===== src/rtl/sdram_ref_arbiter.sv =====
// sdram_ref_arbiter: periodic auto-refresh bookkeeping plus fixed-priority
// grant (refresh > write > read) for the SDRAM command sequencers.
//   Clk, Rst_n          : clock, asynchronous active-low reset
//   init_done           : power-up init finished (only honoured in S_INIT)
//   wr_req, rd_req      : level requests, not latched
//   *_opt_done          : one-cycle completion pulses from each sequencer
//   auto_refre_en/wr_en/rd_en : one-hot grant enables
//   ref_pend            : number of refreshes owed
//   ref_overflow        : sticky, a refresh tick was lost at saturation
module sdram_ref_arbiter #(
    parameter int REF_PERIOD = 1562,
    parameter int PEND_MAX   = 8,
    parameter int PW         = 4
) (
    input  logic          Clk,
    input  logic          Rst_n,
    input  logic          init_done,
    input  logic          wr_req,
    input  logic          rd_req,
    input  logic          ref_opt_done,
    input  logic          wr_opt_done,
    input  logic          rd_opt_done,
    output logic          auto_refre_en,
    output logic          wr_en,
    output logic          rd_en,
    output logic [PW-1:0] ref_pend,
    output logic          ref_overflow
);
    localparam int CW = $clog2(REF_PERIOD + 1);
    typedef enum logic [2:0] {S_INIT, S_IDLE, S_AREF, S_WRITE, S_READ} state_t;
    state_t        state_q, state_d;
    logic [CW-1:0] cnt_q, cnt_d;
    logic [PW-1:0] pend_q, pend_d;
    logic          ovf_q, ovf_d;
    logic          tick, ref_done;
    always_comb begin
        tick     = (state_q != S_INIT) && (cnt_q == CW'(REF_PERIOD - 1));
        ref_done = (state_q == S_AREF) && ref_opt_done;
        cnt_d    = (state_q == S_INIT || tick) ? '0 : cnt_q + CW'(1);
        pend_d   = pend_q;
        ovf_d    = ovf_q;
        // A tick and a completed refresh in the same cycle cancel out.
        if (tick && !ref_done) begin
            pend_d = (pend_q == PW'(PEND_MAX)) ? pend_q : pend_q + PW'(1);
            ovf_d  = ovf_q || (pend_q == PW'(PEND_MAX));
        end else if (ref_done && !tick) begin
            pend_d = (pend_q == '0) ? pend_q : pend_q - PW'(1);
        end
        state_d = state_q;
        case (state_q)
            S_INIT:  state_d = init_done ? S_IDLE : S_INIT;
            S_IDLE:  state_d = (pend_q != '0) ? S_AREF :
                               wr_req         ? S_WRITE :
                               rd_req         ? S_READ : S_IDLE;
            S_AREF:  state_d = ref_opt_done ? S_IDLE : S_AREF;
            S_WRITE: state_d = wr_opt_done  ? S_IDLE : S_WRITE;
            S_READ:  state_d = rd_opt_done  ? S_IDLE : S_READ;
            default: state_d = S_INIT;
        endcase
    end
    always_ff @(posedge Clk or negedge Rst_n) begin
        if (!Rst_n) begin
            state_q <= S_INIT;
            cnt_q   <= '0;
            pend_q  <= '0;
            ovf_q   <= 1'b0;
        end else begin
            state_q <= state_d;
            cnt_q   <= cnt_d;
            pend_q  <= pend_d;
            ovf_q   <= ovf_d;
        end
    end
    // Enables fall in the done cycle so a sequencer never sees a stale grant.
    assign auto_refre_en = (state_q == S_AREF)  && !ref_opt_done;
    assign wr_en         = (state_q == S_WRITE) && !wr_opt_done;
    assign rd_en         = (state_q == S_READ)  && !rd_opt_done;
    assign ref_pend      = pend_q;
    assign ref_overflow  = ovf_q;
endmodule


===== config.mk =====
export PLATFORM = sky130hd
export DESIGN_NAME = sdram_ref_arbiter
export DESIGN_NICKNAME = d
export VERILOG_FILES = /design/src/rtl/sdram_ref_arbiter.sv
export SDC_FILE = /design/constraint.sdc
export NUM_CORES = 1
export LEC_CHECK = 0
export CAP_MARGIN = 40
export CORE_MARGIN = 5
export CORE_UTILIZATION = 30
export CTS_CLUSTER_SIZE = 20
export DETAILED_ROUTE_END_ITERATION = 12
export PLACE_DENSITY = 0.51
export SYNTH_ARGS = -nofsm -noshare
export SYNTH_HDL_FRONTEND = slang
export SYNTH_SLANG_ARGS = --single-unit

===== constraint.sdc =====
create_clock -name Clk -period 3 [get_ports Clk]
set_input_delay 0.45 -clock Clk [delete_from_list [all_inputs] [get_ports Clk]]
set_output_delay 0.45 -clock Clk [all_outputs]
set_load 0.05 [all_outputs]

### After elaboration in Yosys (flattened, before gate mapping)

Cells that the tools add are included.

* flip-flop bits (word level): 19
* bits of input ports: 8
* output and inout port bits: 8
* word-level logic and storage cells: 48

* add/subtract/negate cells: 3
* eq/ne operators: 8
* multiplexer cells: 13
* reductions and logical operators: 20

Operators with widths (number)
* two-way mux 4 bit: 4
* case mux 3 bit (5 select lines): 1
* two-way mux 3 bit: 4
* adder 11 x 1 -> 11 bit, second input constant: 1
* equality test 11 bit, second input constant: 1
* two-way mux 11 bit: 1
* logical AND 1 bit: 7
* equality test 3 x 2 -> 1 bit, second input constant: 2
* zero test 1 bit: 5
* adder 4 x 1 -> 4 bit, second input constant: 1
* equality test 4 bit, second input constant: 1
* zero test 4 bit: 1
* two-way mux 2 bit: 2
* inequality test 2 bit, second input constant: 2
* nonzero test 4 bit: 1
* subtractor 4 x 1 -> 4 bit, second input constant: 1
* equality test 3 x 1 -> 1 bit, second input constant: 1
* equality test 3 bit, second input constant: 1
* zero test 3 bit: 1
* AND reduction 3 bit: 1
* nonzero test 3 bit: 1
* logical OR 1 bit: 2
* nonzero test 2 bit: 1
* two-way mux 1 bit: 1

### Logic depth before layout (Yosys ltp)

* word-level depth: 6
* mapped depth: 11
* depth with buffers taken out: 11

### Least setup slack after synthesis

No wires, ideal clock.

* kind: flip-flop to flip-flop
* start: register cnt_q[6]
* end: register pend_q[3] (netlist: ref_pend[3])
* setup time: 145 ps
* arrival time: 2010 ps
* data required time: 2855 ps
* path slack: 845 ps
* cell stages (with the launch flop): 11
* buffers on the path: 0
* period minus slack after synthesis: 2155 ps
* cells stage by stage: dfrtp_1 nor4b_1 nand4_1 nor2_1 ha_1 inv_1 ha_1 nand2_1 a21oi_1 o221ai_1 xnor2_1

* word-level cells in the longest chain between the ends: 6
* elaborated cells on any way between the ends: 10
* classes of those cells: eq/ne: 3; mux: 1; reduce/logical: 6

RTL lines
* start: declaration: line 32 `logic [CW-1:0] cnt_q, cnt_d;`
* start signal: assignment: line 69 `cnt_q <= cnt_d;`
* equality test 11 bit *: line 37 `tick = (state_q != S_INIT) && (cnt_q == CW'(REF_PERIOD - 1));`
* logical AND 1 bit *: line 37
* zero test 1 bit: line 46 `end else if (ref_done && !tick) begin`
* logical AND 1 bit: line 46
* nonzero test 2 bit (no line)
* AND reduction 3 bit (no line)
* end signal: assignment: line 70 `pend_q <= pend_d;`
* end: declaration: line 33 `logic [PW-1:0] pend_q, pend_d;`

Mark *: on every way between the ends. The rest lies on a longest branch, timed or not.
A chain may end at the register's enable or synchronous reset.

### Worst setup path in the final report

* start: register state_q[1]
* end: output port rd_en

* word-level cells in the longest chain between the ends: 2

RTL lines
* start: declaration: line 31 `state_t state_q, state_d;`
* start signal: assignment: line 68 `state_q <= state_d;`
* equality test 3 bit: line 77 `assign rd_en = (state_q == S_READ) && !rd_opt_done;`
* logical AND 1 bit: line 77
* end: declaration: line 25 `output logic rd_en,`

Every way passes these cells.

==> metrics.log <==
INFO  metric run_status = finished clean
INFO  metric grt_first_pass_wirelength = 3.84 mm
INFO  metric tritoncts = done
INFO  metric first_global_vias = 849
INFO  metric postSynth.asyncResetShare = 100%
INFO  metric cp-startpoint = state_q[1]
INFO  metric synth.largest_area_cell = sky130_fd_sc_hd__dfrtp_1
INFO  metric final.period_utilization = 81.2%
INFO  metric synth_nets = 124
INFO  metric synth_area = 1080 sq um
INFO  metric holdWs = 0.325 ns
INFO  metric design.final.nets = 143
INFO  metric worst_path_most_repeated_cell = sky130_fd_sc_hd__nor2_1
INFO  metric critical_path.reg2reg.endpoint = ref_pend[3]
INFO  metric setup.worst_path.end = rd_en
INFO  metric cts_resized = 0
INFO  metric setup_tns_final = 0 ns
INFO  metric numCtsBuffers = 3
INFO  metric fp.dieArea = 4900 sq um
INFO  metric worstSkewPairLatency = 0.30 ns
INFO  metric yosysSeqAreaShare = 44.0%
INFO  metric chipWidth = 70.0 microns
INFO  metric hpwlAfterDp = 1.58 mm
INFO  metric core = 3420 sq um
INFO  metric cts_max_level = 1
INFO  metric rsz0062_at_grt = false
INFO  metric max_freq = 0.411 GHz
INFO  metric timing.max_slew.rel_slack = 66.4%
INFO  metric post-route-min-period = 2.44 ns
INFO  metric crit_path_category = reg2out
INFO  metric worst_r2r_path_depth = 10
INFO  metric worst_hold_check_path_type = in2async
INFO  metric vdd_ir_drop_max = 0.000576 V
INFO  metric power_leakage = 0.549 nW
INFO  metric worst-endpoint-required = 2.55 ns
INFO  metric cts_num_sinks = 19
INFO  metric cts.root.buffer_cell = sky130_fd_sc_hd__clkbuf_4
INFO  metric n_antenna_cell = 0
INFO  metric worst_path_largest_cell_delay = 0.82 ns
INFO  metric detail_route.drc_violations = 0
INFO  metric synth.distinct_cells = 33
INFO  metric clkTransAtPathRegs = 0.12 ns
INFO  metric syn-instance-count = 110
INFO  metric ys_top_cells_by_area = sky130_fd_sc_hd__dfrtp_1 (44%), sky130_fd_sc_hd__xnor2_1 (7.3%), sky130_fd_sc_hd__ha_1 (7.0%)
INFO  metric synth.top_cell.area_share = 44.0%
INFO  metric vias = 772
INFO  metric globalRouteTotalUtil = 9.70%
INFO  metric drt-total-wl = 2.13 mm
INFO  metric initial_utilization = 31.6%
INFO  metric area_delta_synth_final = 22.2%
INFO  metric antenna_violations_before_repair = 0
INFO  metric grt_max_degree = 18
INFO  metric drt-pass1-iter-count = 4
INFO  metric final-max-slew-violation-count = 0
INFO  metric r2r_slack = 0.57 ns
INFO  metric crit_path_cell_trace = nor2_1 > nand2_1 > nor2_1 > clkdlybuf4s50_1
INFO  metric buffers_and_inverters_on_the_worst_path = 1
INFO  metric std_cell_rows = 21
INFO  metric ys_dominant_reg_cell = sky130_fd_sc_hd__dfrtp_1
INFO  metric timing.critical_path.to_type = output pin
INFO  metric worstReg2RegStart = cnt_q[6]
INFO  metric boundaryPins = 16
INFO  metric setup_viol_count_final = 0
INFO  metric final_layout_size_suffix_gt1_share = 7.81%
INFO  metric max_cap_viol_count = 0
INFO  metric post_drt_via_cell_ratio = 4.44
INFO  metric register_bit_total_from_synthesis = 19
INFO  metric drtIter0Drc = 18
INFO  metric post-cts-setup-buffer-count = 0
INFO  metric postSynthAreaPerCell = 9.82 sq um
INFO  metric ant_nets = 0
INFO  metric tightestPinTransition = 0.502 ns
INFO  metric synth-warning-count = 0
INFO  metric timing.critical_path.slowest_stage_cell = sky130_fd_sc_hd__clkdlybuf4s50_1
INFO  metric setup.worst_path.start_class = flip-flop
INFO  metric die_y = 70.0 microns
INFO  metric wl_per_cell = 12.2 microns
INFO  metric critical_path.top_delay_family = buffers and inverters
INFO  metric numPortBuffers = 15
INFO  metric final_wtd_congestion = 0.893
INFO  metric finClkSkew = 0.00377 ns
INFO  metric cts_hold_buffers = 0
INFO  metric worstSetupPathDepth = 4
INFO  metric power_density = 784 nW/um^2
INFO  metric gr-total-overflow = 0
INFO  metric report.final.hold_viol_count = 0
INFO  metric crit_fanout = 5
INFO  metric synth_enable_flop_cells = 0
INFO  metric cts_buffer_depth = 2
INFO  metric worstPathArrival = 1.99 ns
routing by layer:
metal	GRT usage, %	vias to the layer above	routed length, microns
met5	0	-	0
li1	-	409	-
met1	12.9	350	1060
met2	14.5	11	956
met3	3.87	2	95
met4	2.77	0	21
cell usage in the layout (no fill, tap or decap), drive strengths merged, types with 4 or more instances in the layout:
master	synthesis	final
xor2	5	5
ha	6	6
nand2	10	10
clkbuf	1	4
dfrtp	19	19
inv	5	5
nor3	5	5
clkdlybuf4s50	0	15
xnor2	9	9
a21oi	4	4
nand3	4	4
nor2	16	16
report_power, final:
group / internal, mW / switching, mW
Sequential: 0.317 / 0.0845
Clock: 0.0518 / 0.0856
Combinational: 0.199 / 0.297
Total: 0.568 / 0.467
flip-flops by register name, indices dropped and copies added (netlist names):
| name | cells |
|---|---|
| cnt_q | 11 |
| ref_overflow | 1 |
| ref_pend | 4 |
| state_q | 3 |
cell families after synthesis:
group                      after synthesis  share of synthesized area (%)
and+or+nand+nor                         53                           27.2
DFF                                     19                           44.0
xor gates and xnor gates                14                           11.4
AOI/OAI and AO/OA                       10                           6.84
buffers and inverters                    7                           2.55
adders and majority gates                6                           6.95
muxes                                    1                           1.04
final cells by class:
class                      count  area (sq um)
tap                           46          57.6
sequential                    19           475
timing repair buffer          16           165
clock buffer                   4          26.3
fill                         361          2100
multi-input combinational     84           577
inverter                       5          18.8
worst reg2reg max path, stage by stage, from the launching register on:
cell	delay (ns)
sky130_fd_sc_hd__dfrtp_1	0.47
sky130_fd_sc_hd__nor4b_1	0.38
sky130_fd_sc_hd__nand4_1	0.17
sky130_fd_sc_hd__nor2_1	0.17
sky130_fd_sc_hd__ha_1	0.28
sky130_fd_sc_hd__inv_1	0.07
sky130_fd_sc_hd__ha_1	0.33
sky130_fd_sc_hd__nand2_1	0.06
sky130_fd_sc_hd__a21oi_1	0.13
sky130_fd_sc_hd__o221ai_1	0.13
sky130_fd_sc_hd__xnor2_1	0.15
cell usage after synthesis, types with 2 or more instances:
| cell type | instances |
|---|---|
| sky130_fd_sc_hd__nand2_1 | 10 |
| sky130_fd_sc_hd__nand3_1 | 4 |
| sky130_fd_sc_hd__xor2_1 | 5 |
| sky130_fd_sc_hd__nand4_1 | 2 |
| sky130_fd_sc_hd__inv_1 | 5 |
| sky130_fd_sc_hd__a31o_2 | 2 |
| sky130_fd_sc_hd__a21oi_1 | 3 |
| sky130_fd_sc_hd__o221ai_1 | 2 |
| sky130_fd_sc_hd__dfrtp_1 | 19 |
| sky130_fd_sc_hd__ha_1 | 6 |
| sky130_fd_sc_hd__xnor2_1 | 9 |
| sky130_fd_sc_hd__nor2b_1 | 3 |
| sky130_fd_sc_hd__nor2_1 | 15 |
| sky130_fd_sc_hd__nor3_1 | 4 |
| sky130_fd_sc_hd__nand2b_1 | 3 |
how the worst min path moves through the flow:
stage                 startpoint      endpoint  slack, ns  depth (start not counted)
detailed placement  ref_overflow  ref_overflow       0.47                          1
global route               Rst_n     cnt_q[10]       0.32                          1
floorplan                  Rst_n      cnt_q[0]       0.15                          0
CTS                        Rst_n     cnt_q[10]       0.32                          1
finish                     Rst_n     cnt_q[10]       0.33                          1
global placement    ref_overflow  ref_overflow       0.49                          1
stage by stage:
stage	util [%]	setup slack, ns	power (mW)	std cells	area, sq um
2_1_floorplan	-	0.845	0.763	110	1080
3_3_place_gp	37.4	0.590	0.904	169	1280
3_5_place_dp	37.9	0.577	0.907	170	1290
4_1_cts	38.6	0.547	1.05	174	1320
5_1_grt	38.6	0.340	1.12	174	1320
6_report	38.6	0.565	1.04	174	1320
Power figures use the tool's default switching activity.
